<file path="src/rtl/timer_pkg.sv">
// -----------------------------------------------------------------------------
// timer_pkg
// Shared types and digit limits for the BCD countdown timer.
//   timer_state_t : IDLE / RUN / PAUSED / EXPIRED
//   bcd_digit_t   : one 4-bit BCD digit
//   *_MAX         : highest legal value of each digit position
//   load_legal()  : true when six BCD digits form a legal 12-hour time
// -----------------------------------------------------------------------------
package timer_pkg;

   typedef logic [3:0] bcd_digit_t;

   typedef enum logic [1:0] {
      IDLE    = 2'd0,
      RUN     = 2'd1,
      PAUSED  = 2'd2,
      EXPIRED = 2'd3
   } timer_state_t;

   localparam bcd_digit_t SEC_ONES_MAX   = 4'd9;
   localparam bcd_digit_t SEC_TENS_MAX   = 4'd5;
   localparam bcd_digit_t MIN_ONES_MAX   = 4'd9;
   localparam bcd_digit_t MIN_TENS_MAX   = 4'd5;
   localparam bcd_digit_t HR_TENS_MAX    = 4'd1;
   localparam bcd_digit_t HR_ONES_MAX_HI = 4'd1;
   // Hour ones limit while the hour tens digit is 0; also its borrow wrap value.
   localparam bcd_digit_t HR_ONES_MAX    = 4'd9;

   function automatic logic load_legal(input bcd_digit_t h1, input bcd_digit_t h0,
                                       input bcd_digit_t m1, input bcd_digit_t m0,
                                       input bcd_digit_t s1, input bcd_digit_t s0);
      logic hr_ok;
      if (h1 == 4'd0)
         hr_ok = (h0 <= HR_ONES_MAX);
      else
         hr_ok = (h1 == HR_TENS_MAX) && (h0 <= HR_ONES_MAX_HI);
      return hr_ok && (m1 <= MIN_TENS_MAX) && (m0 <= MIN_ONES_MAX) &&
             (s1 <= SEC_TENS_MAX) && (s0 <= SEC_ONES_MAX);
   endfunction

endpackage

</file>
<file path="src/rtl/bcd_down_digit.sv">
// -----------------------------------------------------------------------------
// bcd_down_digit
// One stage of a BCD borrow chain. When borrow_i is set the digit decrements,
// wrapping 0 -> limit_i and raising borrow_o towards the next digit.
//   value_i  : current digit
//   limit_i  : value loaded when the digit wraps below zero
//   borrow_i : decrement request from the less significant digit
//   next_o   : digit after this stage
//   borrow_o : decrement request to the more significant digit
// -----------------------------------------------------------------------------
module bcd_down_digit
   import timer_pkg::*;
(
   input  logic [3:0] value_i,
   input  logic [3:0] limit_i,
   input  logic       borrow_i,
   output logic [3:0] next_o,
   output logic       borrow_o
);

   always_comb begin
      next_o   = value_i;
      borrow_o = 1'b0;
      if (borrow_i) begin
         if (value_i == 4'd0) begin
            next_o   = limit_i;
            borrow_o = 1'b1;
         end else begin
            next_o = value_i - 4'd1;
         end
      end
   end

endmodule

</file>
<file path="src/rtl/bcd_countdown_timer.sv">
// -----------------------------------------------------------------------------
// bcd_countdown_timer
// 12-hour BCD countdown timer h1 h0 : m1 m0 : s1 s0 (max 11:59:59).
// Optional build macro TIMER_AUTO_RELOAD_EN: keep a shadow of the last legal
// load and reload it on expiry instead of stopping (unless it is zero).
//
// Ports
//   clk, rst_n          : clock, synchronous active-low reset
//   load, ld_*          : one-cycle load strobe with BCD start digits
//   start, pause, clear : control strobes (priority clear > load > pause > start)
//   s0..h1              : registered remaining time
//   running             : registered, high while in RUN
//   done                : one-cycle expiry pulse
//   load_err            : one-cycle pulse on an illegal load
//   dbg_state_o         : current FSM state (timer_state_t encoding)
// -----------------------------------------------------------------------------
module bcd_countdown_timer
   import timer_pkg::*;
#(
   parameter int TICK_DIV = 1,
   parameter int PRE_W    = 16
) (
   input  logic       clk,
   input  logic       rst_n,
   input  logic       load,
   input  logic [3:0] ld_s0,
   input  logic [3:0] ld_s1,
   input  logic [3:0] ld_m0,
   input  logic [3:0] ld_m1,
   input  logic [3:0] ld_h0,
   input  logic [3:0] ld_h1,
   input  logic       start,
   input  logic       pause,
   input  logic       clear,
   output logic [3:0] s0,
   output logic [3:0] s1,
   output logic [3:0] m0,
   output logic [3:0] m1,
   output logic [3:0] h0,
   output logic [3:0] h1,
   output logic       running,
   output logic       done,
   output logic       load_err,
   output logic [1:0] dbg_state_o
);

   localparam logic [PRE_W-1:0] PRE_LAST = PRE_W'(TICK_DIV - 1);

   timer_state_t     state_q;
   logic [PRE_W-1:0] pre_q;
   bcd_digit_t       s0_q, s1_q, m0_q, m1_q, h0_q, h1_q;
   logic             running_q, done_q, load_err_q;
`ifdef TIMER_AUTO_RELOAD_EN
   logic [23:0]      shadow_q;
`endif

   bcd_digit_t s0_dec, s1_dec, m0_dec, m1_dec, h0_dec, h1_dec;
   logic       b_s0, b_s1, b_m0, b_m1, b_h0, b_h1;
   logic [23:0] ld_vec, dec_vec;
   logic        load_ok, cnt_zero, dec_zero;

   // Borrow chain always decrements by one second; the FSM decides whether
   // the result is used.
   bcd_down_digit u_s0 (.value_i(s0_q), .limit_i(SEC_ONES_MAX), .borrow_i(1'b1),
                        .next_o(s0_dec), .borrow_o(b_s0));
   bcd_down_digit u_s1 (.value_i(s1_q), .limit_i(SEC_TENS_MAX), .borrow_i(b_s0),
                        .next_o(s1_dec), .borrow_o(b_s1));
   bcd_down_digit u_m0 (.value_i(m0_q), .limit_i(MIN_ONES_MAX), .borrow_i(b_s1),
                        .next_o(m0_dec), .borrow_o(b_m0));
   bcd_down_digit u_m1 (.value_i(m1_q), .limit_i(MIN_TENS_MAX), .borrow_i(b_m0),
                        .next_o(m1_dec), .borrow_o(b_m1));
   bcd_down_digit u_h0 (.value_i(h0_q), .limit_i(HR_ONES_MAX),  .borrow_i(b_m1),
                        .next_o(h0_dec), .borrow_o(b_h0));
   bcd_down_digit u_h1 (.value_i(h1_q), .limit_i(HR_TENS_MAX),  .borrow_i(b_h0),
                        .next_o(h1_dec), .borrow_o(b_h1));

   assign ld_vec  = {ld_h1, ld_h0, ld_m1, ld_m0, ld_s1, ld_s0};
   assign dec_vec = {h1_dec, h0_dec, m1_dec, m0_dec, s1_dec, s0_dec};
   assign load_ok = load_legal(ld_h1, ld_h0, ld_m1, ld_m0, ld_s1, ld_s0);
   // A borrow out of the top digit means every digit was zero.
   assign cnt_zero = b_h1;
   assign dec_zero = (dec_vec == 24'h0);

   always_ff @(posedge clk) begin
      if (!rst_n) begin
         state_q    <= IDLE;
         pre_q      <= '0;
         {h1_q, h0_q, m1_q, m0_q, s1_q, s0_q} <= 24'h0;
         running_q  <= 1'b0;
         done_q     <= 1'b0;
         load_err_q <= 1'b0;
`ifdef TIMER_AUTO_RELOAD_EN
         shadow_q   <= 24'h0;
`endif
      end else begin
         done_q     <= 1'b0;
         load_err_q <= 1'b0;
         if (clear) begin
            state_q   <= IDLE;
            pre_q     <= '0;
            {h1_q, h0_q, m1_q, m0_q, s1_q, s0_q} <= 24'h0;
            running_q <= 1'b0;
         end else if (load && (state_q != RUN)) begin
            // Load is not honoured in RUN; there it falls through to pause/start.
            if (load_ok) begin
               {h1_q, h0_q, m1_q, m0_q, s1_q, s0_q} <= ld_vec;
`ifdef TIMER_AUTO_RELOAD_EN
               shadow_q <= ld_vec;
`endif
               if (state_q == EXPIRED)
                  state_q <= IDLE;
            end else begin
               load_err_q <= 1'b1;
            end
         end else begin
            case (state_q)
               IDLE: begin
                  if (start && !pause && !cnt_zero) begin
                     state_q   <= RUN;
                     pre_q     <= '0;
                     running_q <= 1'b1;
                  end
               end
               RUN: begin
                  if (pause) begin
                     // Pause beats a coincident tick: prescaler and digits hold.
                     state_q   <= PAUSED;
                     running_q <= 1'b0;
                  end else if (pre_q == PRE_LAST) begin
                     pre_q <= '0;
                     if (!cnt_zero) begin
                        if (dec_zero) begin
                           done_q <= 1'b1;
`ifdef TIMER_AUTO_RELOAD_EN
                           if (shadow_q != 24'h0) begin
                              {h1_q, h0_q, m1_q, m0_q, s1_q, s0_q} <= shadow_q;
                           end else begin
                              {h1_q, h0_q, m1_q, m0_q, s1_q, s0_q} <= 24'h0;
                              state_q   <= EXPIRED;
                              running_q <= 1'b0;
                           end
`else
                           {h1_q, h0_q, m1_q, m0_q, s1_q, s0_q} <= 24'h0;
                           state_q   <= EXPIRED;
                           running_q <= 1'b0;
`endif
                        end else begin
                           {h1_q, h0_q, m1_q, m0_q, s1_q, s0_q} <= dec_vec;
                        end
                     end
                  end else begin
                     pre_q <= pre_q + PRE_W'(1);
                  end
               end
               PAUSED: begin
                  if (start && !pause) begin
                     state_q   <= RUN;
                     running_q <= 1'b1;
                  end
               end
               default: begin
                  // EXPIRED: hold zero, ignore start.
               end
            endcase
         end
      end
   end

   assign s0          = s0_q;
   assign s1          = s1_q;
   assign m0          = m0_q;
   assign m1          = m1_q;
   assign h0          = h0_q;
   assign h1          = h1_q;
   assign running     = running_q;
   assign done        = done_q;
   assign load_err    = load_err_q;
   assign dbg_state_o = state_q;

endmodule
</file>
<file path="config.mk">
export PLATFORM = sky130hd
export DESIGN_NAME = bcd_countdown_timer
export DESIGN_NICKNAME = d
export VERILOG_FILES = /design/src/rtl/timer_pkg.sv /design/src/rtl/bcd_down_digit.sv /design/src/rtl/bcd_countdown_timer.sv
export SDC_FILE = /design/constraint.sdc
export NUM_CORES = 1
export LEC_CHECK = 0
export BUFFER_PORTS_ARGS = -buffer_cell sky130_fd_sc_hd__buf_2
export CORE_AREA = 3 3 81 68
export CTS_CLUSTER_DIAMETER = 60
export DETAILED_ROUTE_END_ITERATION = 10
export DIE_AREA = 0 0 84 71
export GPL_TIMING_DRIVEN = 0
export PLACE_DENSITY_LB_ADDON = 0.08
export RECOVER_POWER = 25
export SLEW_MARGIN = 0
export SYNTH_ARGS = -nofsm -noshare
export SYNTH_HDL_FRONTEND = slang
export SYNTH_SLANG_ARGS = --single-unit
</file>
<file path="constraint.sdc">
create_clock -name clk -period 3.3 [get_ports clk]
set_input_delay 0.165 -clock clk [delete_from_list [all_inputs] [get_ports clk]]
set_output_delay 0.165 -clock clk [all_outputs]
set_load 0.05 [all_outputs]
</file>
Word-level counts from Yosys, hierarchy flattened
Cells that the tools add are included.
- add/subtract/negate cells: 7
- order comparisons: 6
- equality and inequality tests: 20
- muxes and demuxes: 88
- bitwise operators: 4
- reductions and logical operators: 32
- operators with widths (operator ; count):
    2-to-1 mux 4 bit ; 53
    2-to-1 mux 16 bit ; 3
    one-hot mux 16 bit (2 select lines) ; 1
    logical NOT 4 bit ; 7
    logical NOT 24 bit ; 1
    subtractor 4 x 1 -> 4 bit, second input constant ; 6
    2-to-1 mux 1 bit ; 20
    2-to-1 mux 2 bit ; 9
    adder 16 x 1 -> 16 bit, second input constant ; 1
    logical NOT 16 bit ; 1
    != test 3 bit, second input constant ; 5
    <= comparator 4 bit, second input constant ; 3
    != test 4 bit, second input constant ; 3
    <= comparator 4 x 3 -> 1 bit, second input constant ; 2
    logical AND 1 bit ; 8
    != test 2 x 1 -> 1 bit, second input constant ; 4
    != test 2 bit, second input constant ; 4
    AND reduction 8 bit ; 1
    AND reduction 7 bit ; 1
    OR reduction 7 bit ; 1
    one-hot mux 2 bit (3 select lines) ; 1
    nonzero test 2 bit ; 3
    AND reduction 5 bit ; 1
    == test 2 bit, second input constant ; 2
    12 further kinds ; 16
- register bits: 45
- bits of input ports: 30

Logic depth before layout (Yosys ltp)
Gate-level depths: netlist (run 1).
- depth in word-level cells: 14
- depth in mapped cells: 11

Modules after synthesis
Synthesis (run 1) repeated with hierarchy kept, for this count alone.
- cells, all modules: 431
- area total of the unflattened synthesis: 3465.8 µm²
- modules (own cells, without submodules) (module ; instances ; cells each ; area each (µm²) ; seq. area each (µm²)):
    bcd_countdown_timer ; 1 ; 293 ; 2504.9 ; 900.9
    bcd_down_digit ; 6 ; 23 ; 160.2 ; 0.0

Worst setup path after synthesis (run 1)
Ideal clock, no wire load.
- path type: register -> register
- start: register state_q[1], in the netlist dbg_state_o[1]
- end: register m1_q[0], in the netlist m1[0]
- setup time: 0.075 ns
- data arrival time: 2.422 ns
- path slack: 0.803 ns
- stages on the path, launching flop included: 12
- cells stage by stage: dfxtp_1 > buf_2 > nand2b_1 > and2_1 > clkbuf_1 > and3_1 > clkbuf_1 > or2_2 > clkbuf_1 > clkbuf_1 > nand2_1 > a31oi_1
- cells in the longest elaborated chain, start to end: 4
- elaborated cells on any way between the ends: 10
- RTL lines (item ; line ; RTL):
    start: declaration ; bcd_countdown_timer.sv:49 ; timer_state_t state_q;
    start signal: assignment ; bcd_countdown_timer.sv:86 ; state_q <= IDLE;
    start signal: assignment ; bcd_countdown_timer.sv:99 ; state_q <= IDLE;
    start signal: assignment ; bcd_countdown_timer.sv:111 ; state_q <= IDLE;
    != test 2 x 1 -> 1 bit ; bcd_countdown_timer.sv:103 ; end else if (load && (state_q != RUN)) begin
    logical AND 1 bit ; bcd_countdown_timer.sv:103 ;
    != test 2 x 1 -> 1 bit (no line), or another cell as far along ; n/a ;
    AND reduction 5 bit (no line) ; n/a ;
    end signal: assignment ; bcd_countdown_timer.sv:106 ; {h1_q, h0_q, m1_q, m0_q, s1_q, s0_q} <= ld_vec;
    end signal: assignment ; bcd_countdown_timer.sv:148 ; {h1_q, h0_q, m1_q, m0_q, s1_q, s0_q} <= dec_vec;
    end: declaration ; bcd_countdown_timer.sv:51 ; bcd_digit_t s0_q, s1_q, m0_q, m1_q, h0_q, h1_q;
Parallel ways exist; a longest one is shown, timed or not.
A chain may end at the register's enable or synchronous reset.

Worst setup path in the final report (run 1)
- start: register pre_q[4]
- end: register m1_q[0], in the netlist m1[0]
- cells in the longest elaborated chain, start to end: 3
- RTL lines (item ; line ; RTL):
    start: declaration ; bcd_countdown_timer.sv:50 ; logic [PRE_W-1:0] pre_q;
    start signal: assignment ; bcd_countdown_timer.sv:152 ; pre_q <= pre_q + PRE_W'(1);
    logical NOT 16 bit ; bcd_countdown_timer.sv:129 ; end else if (pre_q == PRE_LAST) begin
    nonzero test 2 bit (no line) ; n/a ;
    AND reduction 5 bit (no line) ; n/a ;
No other way between the ends.

==> summary.md, run 1 <==
| Metric | Value |
|---|---|
| Synth Instances | `365` |
| Slew margin rel. | `0.469` |
| TritonCTS clock tree | `built` |
| DR WL met2 | `3560 microns` |
| Die Y | `71 microns` |
| Critical Path Sink Type | `flip-flop` |
| Vias in the first global route | `2704` |
| Final core utilization | `0.661` |
| Worst reg2reg startpoint | `pre_q[4]$_SDFFE_PP0P_` |
| Period utilization | `0.905` |
| Critical path startpoint category | `flip-flop` |
| Area Growth Syn to Fin | `16.8%` |
| Synth top area share | `0.327` |
| Max Cap Viol | `0` |
| Status | `finished, final reports clean` |
| Hold Startpoint | `pause` |
| Worst-Skew Late Latency | `0.30 ns` |
| First-pass GRT wire length | `13600 microns` |
| Top FF cell, synth | `dfxtp_1` |
| Post-place setup slack | `0.441 ns` |
| H-tree levels | `2` |
| Hpwl dp | `6170 microns` |
| Port Buffer Count | `58` |
| Global placement routability congestion | `0.968` |
| # diodes | `0` |
| Most common cell after layout, fill and taps aside | `dfxtp_1` |
| Most frequent cells in the layout | `45 x dfxtp_1, 43 x buf_2, 43 x nand2_1` |
| Pwr dens | `330 nW/um^2` |
| DR iter-0 viols | `354` |
| Setup violators final | `0` |
| Post-CTS sizing | `0` |
| Post-synthesis sequential area ratio | `0.327` |
| Async SR Flop Fraction | `0` |
| Drt wl/cell | `17.0 microns` |
| Chip width | `84 microns` |
| Final instance area | `3220 sq um` |
| Clock-pin slew on the worst setup and hold paths | `0.09 ns` |
| Initial core utilization | `0.567` |
| Worst EP arrival | `3.21 ns` |
| Worst-path cell chain | `nor3_1 > nand4_1 > a211oi_2 > or2_2 > clkbuf_1 > clkbuf_1 > nand2_1 > a31oi_1` |
| Post-synth EDFFs | `0` |
| Via count | `3125` |
| CP Max Fanout | `10` |
| Met3 wire length | `811 microns` |
| Root Buffer | `clkbuf_8` |
| Yosys top cell by area | `dfxtp_1` |
| Crit-path slowest cell | `clkbuf_1` |
| Clock Skew | `0.00731 ns` |
| Fin. max-slew vios | `0` |
| Fmax | `335 MHz` |
| Num ports | `59` |
| Final Hold Fails | `0` |
| Family with the most delay on the worst path | `simple AND/OR/NAND/NOR gates` |
| Pin count of the biggest net entering global routing | `14` |
| Total wire length | `8380 microns` |
| Cell mode on critical path | `clkbuf_1` |
| Final Total Pwr | `1.06 mW` |
| Pleak | `1.20 nW` |
| Worst path required time | `3.53 ns` |
| Cell variety after synth | `56` |
| Hold Slack | `0.113 ns` |
| Vias per cell | `6.34` |
| Synth warn | `0` |
| Core Box Area | `4860 sq um` |
| Register bit total from synthesis | `45` |
| DRC violations left | `0` |
| GRT overflow | `0` |
| Hold Crit Class | `input port to flip-flop` |
| Nets@finish | `462` |
| CTS Buf Count | `5` |
| Max incr delay on CP | `0.53 ns` |
| # Post-CTS Setup Buffers | `0` |
| Setup TNS | `0 ns` |
| Critical setup path kind | `flip-flop to flip-flop` |
| DP Area | `3120 sq um` |
| Max layer used | `met4` |
| Synthesized net count | `397` |
| Post-layout min period | `2.99 ns` |
| Largest cells by area after synthesis | `dfxtp_1 33%, nand2_1 5.9%, o21ai_0 5.3%, xnor2_1 4.8%, a21oi_1 4.5%` |
| Cts hold-fix bufs | `0` |
| Setup ws final | `0.313 ns` |
| Post-Syn Area | `2760 sq um` |
| DP Cell Count | `485` |
| Num rows | `23` |
| Share of cells above drive strength 1 | `0.148` |
| Bufs and invs on worst path | `2` |
| Clock Sinks | `45` |
| GRT Total Usage | `0.280` |
| Setup crit start | `pre_q[4]$_SDFFE_PP0P_` |
| Met1 wire length | `3910 microns` |
| Worst-Margin Slew | `0.793 ns` |
| Initial antenna violation count | `0` |
| Peak supply drop | `0.264 mV` |
| CTS Buffer Depth | `2` |
| Syn avg cell area | `7.55 sq um` |
| RSZ-0062 raised after global routing | `false` |
| Antenna viol nets, final | `0` |
| Post-Layout Cell Count | `493` |
| Drt first pass iters | `5` |
| Die area | `5960 sq um` |
cell usage after synthesis, types with 4 or more instances:
master	n
a21oi_1	25
a31oi_1	12
and3_1	7
clkbuf_1	17
dfxtp_1	45
inv_1	7
nand2_1	43
nand2b_1	4
nand3_1	9
nand4_1	10
nor2_1	33
nor2b_1	5
nor3_1	13
nor4_1	11
o21a_1	5
o21ai_0	29
o31ai_1	9
or2_2	4
or3_1	6
xnor2_1	15
cell families (layout without fill, tap and decap cells):
| group | count (synthesis) | in the layout | share of synthesized area |
|---|---|---|---|
| buffers and inverters | 28 | 94 | 0.0395 |
| flip-flops | 45 | 45 | 0.327 |
| adder cells (fa/ha/maj) | 2 | 2 | 0.00908 |
| AO/OA/AOI/OAI | 99 | 99 | 0.219 |
| XOR/XNOR | 16 | 16 | 0.0509 |
| multiplexers | 3 | 3 | 0.0118 |
| AND/OR/NAND/NOR | 172 | 172 | 0.342 |
state kept, by name (all words and copies together) (netlist names):
name	flops
dbg_state_o	2
done	1
m0	4
h1	4
load_err	1
pre_q	16
m1	4
running	1
h0	4
s0	4
s1	4
final timing paths:
kind	to	slack, ns	cells after the start
min reg2reg	m1[3]$_SDFFE_PP0P_	0.48	2
min	running$_SDFFE_PP0P_	0.11	2
max reg2reg	m1[0]$_SDFFE_PP0P_	0.31	8
max	m1[0]$_SDFFE_PP0P_	0.31	8
metal layers:
metal	vias to the layer above	track usage
met1	1444	0.432
met2	188	0.408
met4	0	0.0607
met5	-	0
met3	12	0.0477
li1	1481	-
cell type report:
cell class                      instances  area (sq um)
Multi-Input combinational cell        292          1750
Tap cell                               62          77.6
Clock buffer                            7          86.3
Sequential cell                        45           901
Clock inverter                          1          30.0
Buffer                                 21          82.6
Fill cell                             466          1650
Inverter                                7          26.3
Timing Repair Buffer                   58           268
power by group:
part	leakage (nW)	switching, mW	internal [mW]
logic	0.775	0.0492	0.0271
clock network	0.0585	0.196	0.247
registers	0.362	0.000345	0.543
total	1.20	0.245	0.817
worst reg2reg max path, delay by kind of cell (launching register included):
family / cells / cell delay, ns
buffers and inverters: 2 / 0.83
flip-flops: 1 / 0.36
AO/OA/AOI/OAI: 2 / 0.68
AND/OR/NAND/NOR: 4 / 1.05
(Power assumes the default switching activity.)
==> run 2, diff against run 1 <==
--- a/config.mk
+++ b/config.mk
@@ -6,10 +6,10 @@
 export NUM_CORES = 1
 export LEC_CHECK = 0
 export BUFFER_PORTS_ARGS = -buffer_cell sky130_fd_sc_hd__buf_2
-export CORE_AREA = 3 3 81 68
+export CORE_AREA = 3 3 84 70
 export CTS_CLUSTER_DIAMETER = 60
 export DETAILED_ROUTE_END_ITERATION = 10
-export DIE_AREA = 0 0 84 71
+export DIE_AREA = 0 0 87 73
 export GPL_TIMING_DRIVEN = 0
 export PLACE_DENSITY_LB_ADDON = 0.08
 export RECOVER_POWER = 25
==> constraint.sdc (replaced) <==
create_clock -name clk -period 2.8 [get_ports clk]
set_input_delay 0.14 -clock clk [delete_from_list [all_inputs] [get_ports clk]]
set_output_delay 0.14 -clock clk [all_outputs]
set_load 0.05 [all_outputs]
==> run 2 against run 1 <==
Effect of this change:
- utilization down 2.1 points
- die area up 6.5%
- non-clock buffer count up 1
- clock-buffer cell count down 1
- combinational power up 19%
- first-iteration DRC count up 2.3%
- global-route usage down 1.6 points
- maximum frequency up 14%
- critical path depth down 1
- clock skew up 0.0012 ns
- worst setup slack worse by 0.13 ns
- clock power down 5.9%
- critical path type unchanged
- critical endpoint is now pre_q[6]$_SDFFE_PP0P_
- largest cell class unchanged
==> summary.md, run 2 (same netlist as run 1, synthesis figures left out) <==
| Metric | Value |
|---|---|
| Num ports | `59 (unchanged)` |
| Final Total Pwr | `1.15 mW (was 1.06 mW)` |
| Max reg flops | `16 (unchanged)` |
| Vias per cell | `6.26 (was 6.34)` |
| Critical setup path kind | `flip-flop to flip-flop (unchanged)` |
| Die Y | `73 microns (was 71 microns)` |
| Max Cap Viol | `0 (unchanged)` |
| CTS Buf Count | `5 (unchanged)` |
| Reg power frac | `0.558 (was 0.511)` |
| Share of cells above drive strength 1 | `0.158 (was 0.148)` |
| Worst-Margin Slew | `0.771 ns (was 0.793 ns)` |
| TritonCTS clock tree | `built (unchanged)` |
| Global placement routability congestion | `0.957 (was 0.968)` |
| Post-layout min period | `2.62 ns (was 2.99 ns)` |
| Hold Crit Class | `input port to flip-flop (unchanged)` |
| Fmax | `382 MHz (was 335 MHz)` |
| DRC violations left | `0 (unchanged)` |
| Top reg by flops | `pre_q (unchanged)` |
| Max incr delay on CP | `0.52 ns (was 0.53 ns)` |
| Worst EP arrival | `2.79 ns (was 3.21 ns)` |
| Worst-path cell chain | `nor4_2 > nand4b_1 > nor4_4 > clkbuf_1 > nor4_1 > xnor2_1 > nor2_1 (was nor3_1 > nand4_1 > a211oi_2 > or2_2 > clkbuf_1 > clkbuf_1 > nand2_1 > a31oi_1)` |
| Worst-Skew Late Latency | `0.30 ns (about the same)` |
| # diodes | `0 (unchanged)` |
| Area Growth Syn to Fin | `17.0% (was 16.8%)` |
| Drt wl/cell | `16.8 microns (was 17.0 microns)` |
| GRT overflow | `0 (unchanged)` |
| Bufs and invs on worst path | `1 (was 2)` |
| Final Hold Fails | `0 (unchanged)` |
| Setup ws final | `0.183 ns (was 0.313 ns)` |
| Most frequent cells in the layout | `45 x dfxtp_1, 43 x buf_2, 43 x nand2_1 (unchanged)` |
| Critical path startpoint category | `flip-flop (unchanged)` |
| Sw frac | `0.244 (was 0.231)` |
| Period utilization | `0.935 (was 0.905)` |
| Hpwl dp | `6180 microns (was 6170 microns)` |
| Port Buffer Count | `58 (unchanged)` |
| Initial antenna violation count | `0 (unchanged)` |
| Int Pwr | `0.867 mW (was 0.817 mW)` |
| Chip width | `87 microns (was 84 microns)` |
| Pleak | `1.20 nW (about the same)` |
| H-tree levels | `2 (unchanged)` |
| Pwr dens | `356 nW/um^2 (was 330 nW/um^2)` |
| Clock Sinks | `45 (unchanged)` |
| DR iter-0 viols | `362 (was 354)` |
| Antenna viol nets, final | `0 (unchanged)` |
| Most common cell after layout, fill and taps aside | `dfxtp_1 (unchanged)` |
| Vias in the first global route | `2587 (was 2704)` |
| Critical Path Sink Type | `flip-flop (unchanged)` |
| First-pass GRT wire length | `13200 microns (was 13600 microns)` |
| Nets@finish | `463 (was 462)` |
| Via count | `3086 (was 3125)` |
| Post-place setup slack | `-0.138 ns (was 0.441 ns)` |
| Num rows | `23 (unchanged)` |
| Status | `finished, final reports clean (unchanged)` |
| CTS Buffer Depth | `2 (unchanged)` |
| Fin. max-slew vios | `0 (unchanged)` |
| Peak supply drop | `0.244 mV (was 0.264 mV)` |
| Worst path required time | `2.97 ns (was 3.53 ns)` |
| RSZ-0062 raised after global routing | `false (unchanged)` |
| Crit-path slowest cell | `nor4_2 (was clkbuf_1)` |
| Clock Skew | `0.00851 ns (was 0.00731 ns)` |
| Initial core utilization | `0.547 (was 0.567)` |
| CP Max Fanout | `10 (unchanged)` |
| Setup violators final | `0 (unchanged)` |
| Clock-pin slew on the worst setup and hold paths | `0.09 ns (about the same)` |
| Family with the most delay on the worst path | `simple AND/OR/NAND/NOR gates (unchanged)` |
| Total wire length | `8280 microns (was 8380 microns)` |
| Drt first pass iters | `5 (unchanged)` |
| Pin count of the biggest net entering global routing | `14 (unchanged)` |
| Final core utilization | `0.640 (was 0.661)` |
| Core Box Area | `5040 sq um (was 4860 sq um)` |
| Slew margin rel. | `0.484 (was 0.469)` |
| Switching pwr | `0.280 mW (was 0.245 mW)` |
| Root Buffer | `clkbuf_8 (unchanged)` |
| Clock power frac | `0.363 (was 0.417)` |
| Cts hold-fix bufs | `0 (unchanged)` |
| Comb pwr share | `0.079 (was 0.072)` |
| Die area | `6350 sq um (was 5960 sq um)` |
| GRT Total Usage | `0.265 (was 0.280)` |
==> run 2: cell type report <==
class                      count  area, sq um
tap                           62         77.6
timing repair buffer          60          283
clock inverter                 1         7.51
clock buffer                   6         82.6
multi-input combinational    292         1760
sequential                    45          901
buffer                        20         83.8
fill                         493         1810
inverter                       7         26.3
==> run 2: power groups by stage <==
stage | sequential [mW] | clock (mW) | combinational (mW)
2_1_floorplan | 0.658 | 0 | 0.0432
3_3_place_gp | 0.655 | 0 | 0.0873
3_5_place_dp | 0.656 | 0 | 0.0871
4_1_cts | 0.640 | 0.421 | 0.0875
5_1_grt | 0.641 | 0.443 | 0.0985
6_report | 0.640 | 0.417 | 0.0907
==> run 2: what timing repair did <==
| action | 4_1_cts | 5_1_grt |
|---|---|---|
| pin swaps | 0 | 2 |
| resized for setup | 1 | 6 |
| endpoints found under the setup margin | 10 | 30 |
| setup buffers | 0 | 2 |
==> run 2: worst paths after layout <==
kind                       from                    end  slack [ns]  cells past startpoint
max          m1[0]$_SDFFE_PP0P_  pre_q[6]$_SDFFE_PP0P_        0.18                      7
min                       pause   running$_SDFFE_PP0P_        0.09                      2
max reg2reg  m1[0]$_SDFFE_PP0P_  pre_q[6]$_SDFFE_PP0P_        0.18                      7
min reg2reg  m1[3]$_SDFFE_PP0P_     m1[3]$_SDFFE_PP0P_        0.49                      2
==> run 2: per-layer routing <==
layer | share of wire | wire length, microns | track usage
met1 | 0.49 | 4080 | 0.426
met3 | 0.099 | 816 | 0.0576
met5 | 0 | 0 | 0
met2 | 0.40 | 3290 | 0.351
met4 | 0.010 | 85 | 0.0554
==> run 2: stage by stage <==
step	cells	cell area [sq um]	setup TNS [ns]	hold WS (ns)
finish	493	3220	0	0.0897
global route	493	3220	0	0.0930
CTS	492	3210	0	0.0791
detailed placement	485	3120	-0.714	0.395
floorplan	365	2760	0	0.243
global placement	485	3120	-0.284	0.395
==> run 3, diff against run 2 <==
--- a/config.mk
+++ b/config.mk
@@ -6,10 +6,12 @@
 export NUM_CORES = 1
 export LEC_CHECK = 0
 export BUFFER_PORTS_ARGS = -buffer_cell sky130_fd_sc_hd__buf_2
-export CORE_AREA = 3 3 84 70
+export CELL_PAD_IN_SITES_DETAIL_PLACEMENT = 0
+export CELL_PAD_IN_SITES_GLOBAL_PLACEMENT = 1
+export CORE_AREA = 3 3 98 82
 export CTS_CLUSTER_DIAMETER = 60
 export DETAILED_ROUTE_END_ITERATION = 10
-export DIE_AREA = 0 0 87 73
+export DIE_AREA = 0 0 101 85
 export GPL_TIMING_DRIVEN = 0
 export PLACE_DENSITY_LB_ADDON = 0.08
 export RECOVER_POWER = 25
==> run 3 against run 2 <==
Effect of this change:
- clock skew increased by 0.0038 ns
- die area grew 35%
- via count down 1.6%
- cell area is 2.1% higher
- routed wire length is 12% higher
- critical path type unchanged
==> summary.md, run 3 (same netlist as run 1, synthesis figures left out) <==
| Metric | Value |
|---|---|
| Post-layout min period | `2.66 ns (was 2.62 ns)` |
| DRC violations left | `0 (unchanged)` |
| CTS Buffer Depth | `2 (unchanged)` |
| Area of the multi-input gates | `1800 sq um (was 1760 sq um)` |
| Reg area | `901 sq um (unchanged)` |
| Die Y | `85 microns (was 73 microns)` |
| Reg2reg end | `m1[1]$_SDFFE_PP0P_ (was pre_q[6]$_SDFFE_PP0P_)` |
| R2R cell count | `9 (was 7)` |
| Num ports | `59 (unchanged)` |
| Setup violators final | `0 (unchanged)` |
| Critical Path Sink Type | `flip-flop (unchanged)` |
| Hold Path Sink | `running$_SDFFE_PP0P_ (unchanged)` |
| Clock Skew | `0.0123 ns (was 0.00851 ns)` |
| Clock Sinks | `45 (unchanged)` |
| Critical setup path kind | `flip-flop to flip-flop (unchanged)` |
| Crit-path slowest cell | `nor2_1 (was nor4_2)` |
| Die area | `8590 sq um (was 6350 sq um)` |
| Period utilization | `0.948 (was 0.935)` |
| Drt wl/cell | `17.8 microns (was 16.8 microns)` |
| Setup TNS | `0 ns (unchanged)` |
| Share of cells above drive strength 1 | `0.162 (was 0.158)` |
| Pin count of the biggest net entering global routing | `14 (unchanged)` |
| CTS Buf Count | `5 (unchanged)` |
| Total wire length | `9250 microns (was 8280 microns)` |
| Global placement routability congestion | `0.911 (was 0.957)` |
| Vias in the first global route | `2641 (was 2587)` |
| Worst path required time | `3.05 ns (was 2.97 ns)` |
| Peak supply drop | `0.167 mV (was 0.244 mV)` |
| Hold Startpoint | `pause (unchanged)` |
| Top reg by flops | `pre_q (unchanged)` |
| Fill cells | `763 (was 493)` |
| Max reg flops | `16 (unchanged)` |
| Family with the most delay on the worst path | `simple AND/OR/NAND/NOR gates (unchanged)` |
| Worst-Skew Late Latency | `0.31 ns (was 0.30 ns)` |
| Clock-pin slew on the worst setup and hold paths | `0.09 ns (about the same)` |
| DR iter-0 viols | `242 (was 362)` |
| Max Cap Viol | `0 (unchanged)` |
| Bufs and invs on worst path | `3 (was 1)` |
| Hold Crit Class | `input port to flip-flop (unchanged)` |
| Most common cell after layout, fill and taps aside | `dfxtp_1 (unchanged)` |
| Status | `finished, final reports clean (unchanged)` |
| Antenna viol nets, final | `0 (unchanged)` |
| Port Buffer Count | `58 (unchanged)` |
| Area Growth Syn to Fin | `19.4% (was 17.0%)` |
| Worst-path cell chain | `buf_2 > nand2b_1 > and2_1 > clkbuf_1 > and3_1 > clkbuf_1 > nor2_1 > a21oi_1 > a21oi_1 (was nor4_2 > nand4b_1 > nor4_4 > clkbuf_1 > nor4_1 > xnor2_1 > nor2_1)` |
| First-pass GRT wire length | `14400 microns (was 13200 microns)` |
| Drt first pass iters | `5 (unchanged)` |
| Worst EP arrival | `2.90 ns (was 2.79 ns)` |
| Initial antenna violation count | `0 (unchanged)` |
| Fmax | `377 MHz (was 382 MHz)` |
| Max incr delay on CP | `0.72 ns (was 0.52 ns)` |
| Pwr dens | `349 nW/um^2 (was 356 nW/um^2)` |
| Via count | `3036 (was 3086)` |
| TritonCTS clock tree | `built (unchanged)` |
| Chip width | `101 microns (was 87 microns)` |
| H-tree levels | `2 (unchanged)` |
| Final Hold Fails | `0 (unchanged)` |
| Nets@finish | `462 (was 463)` |
| CP Max Fanout | `10 (unchanged)` |
| Worst-Margin Slew | `0.913 ns (was 0.771 ns)` |
| # diodes | `0 (unchanged)` |
| WHS Path Cells | `2 (unchanged)` |
| Root Buffer | `clkbuf_8 (unchanged)` |
| Initial core utilization | `0.382 (was 0.547)` |
| Num rows | `28 (was 23)` |
| DP Area | `3160 sq um (was 3120 sq um)` |
| Most frequent cells in the layout | `45 x dfxtp_1, 43 x nand2_1, 42 x buf_2 (was 45 x dfxtp_1, 43 x buf_2, 43 x nand2_1)` |
| Slew margin rel. | `0.389 (was 0.484)` |
| Core Box Area | `7220 sq um (was 5040 sq um)` |
| GRT Total Usage | `0.215 (was 0.265)` |
| Final instance area | `3290 sq um (was 3220 sq um)` |
| Vias per cell | `5.83 (was 6.26)` |
| Worst reg2reg setup slack | `0.14 ns (was 0.18 ns)` |
| Worst reg2reg startpoint | `dbg_state_o[1]$_SDFFE_PP0P_ (was m1[0]$_SDFFE_PP0P_)` |
| Hpwl dp | `6820 microns (was 6180 microns)` |
| Fin. max-slew vios | `0 (unchanged)` |
| Pleak | `1.22 nW (was 1.20 nW)` |
| GRT overflow | `0 (unchanged)` |
| RSZ-0062 raised after global routing | `false (unchanged)` |
| Critical path startpoint category | `flip-flop (unchanged)` |
run 3: changes by cell type in the layout (fill, tap and decap cells not counted), sizes merged:
cell | before | now
buf | 46 | 45
clkbuf | 40 | 41
run 3: final cells by class:
| cell class | count | area share |
|---|---|---|
| buffer | 19 | 0.0247 |
| clock buffer | 7 | 0.0232 |
| clock inverter | 1 | 0.00228 |
| inverter | 7 | 0.00799 |
| multi-input combinational | 292 | 0.548 |
| sequential | 45 | 0.274 |
| tap | 90 | 0.0342 |
| timing repair buffer | 60 | 0.0860 |
run 3: repair_timing:
item,CTS,global route
setup endpoints to repair,10,25
buffers inserted,0,2
pin swaps,0,2
gates cloned,0,0
gates resized for setup,2,10
hold buffers,0,0
run 3: worst max path at each step:
| stage | startpoint | endpoint | cells past startpoint |
|---|---|---|---|
| after global routing | h1[2]$_SDFFE_PP0P_ | pre_q[6]$_SDFFE_PP0P_ | 7 |
| final | dbg_state_o[1]$_SDFFE_PP0P_ | m1[1]$_SDFFE_PP0P_ | 9 |
| after detailed placement | pre_q[0]$_SDFFE_PP0P_ | m1[0]$_SDFFE_PP0P_ | 10 |
| after floorplan | dbg_state_o[1]$_SDFFE_PP0P_ | m1[0]$_SDFFE_PP0P_ | 11 |
| after CTS | pre_q[0]$_SDFFE_PP0P_ | m1[0]$_SDFFE_PP0P_ | 10 |
| after global placement | pre_q[0]$_SDFFE_PP0P_ | m1[0]$_SDFFE_PP0P_ | 10 |
run 3: where the power goes:
part           leakage, nW  internal, mW  total, mW  switching (mW)
clock network       0.0385         0.177      0.413           0.236
logic                0.818        0.0323     0.0937          0.0614
registers            0.362         0.640      0.640        0.000428
run 3: routing by layer:
layer	part of all wire	up-vias	GRT usage
li1	-	1474	-
met1	0.51	1445	0.345
met2	0.41	109	0.295
met3	0.079	8	0.0435
met4	0.0075	0	0.0362
met5	0	-	0
run 3: stage by stage:
step | std cells | power [mW] | setup slack (ns) | util | hold WS, ns
floorplan | 365 | 0.701 | 0.303 | - | 0.243
global route | 521 | 1.18 | 0.0434 | 0.456 | 0.0854
CTS | 521 | 1.15 | 0.0189 | 0.450 | 0.0810
finish | 521 | 1.15 | 0.145 | 0.456 | 0.0880
detailed placement | 513 | 0.747 | -0.242 | 0.438 | 0.406
global placement | 513 | 0.747 | -0.244 | 0.438 | 0.401
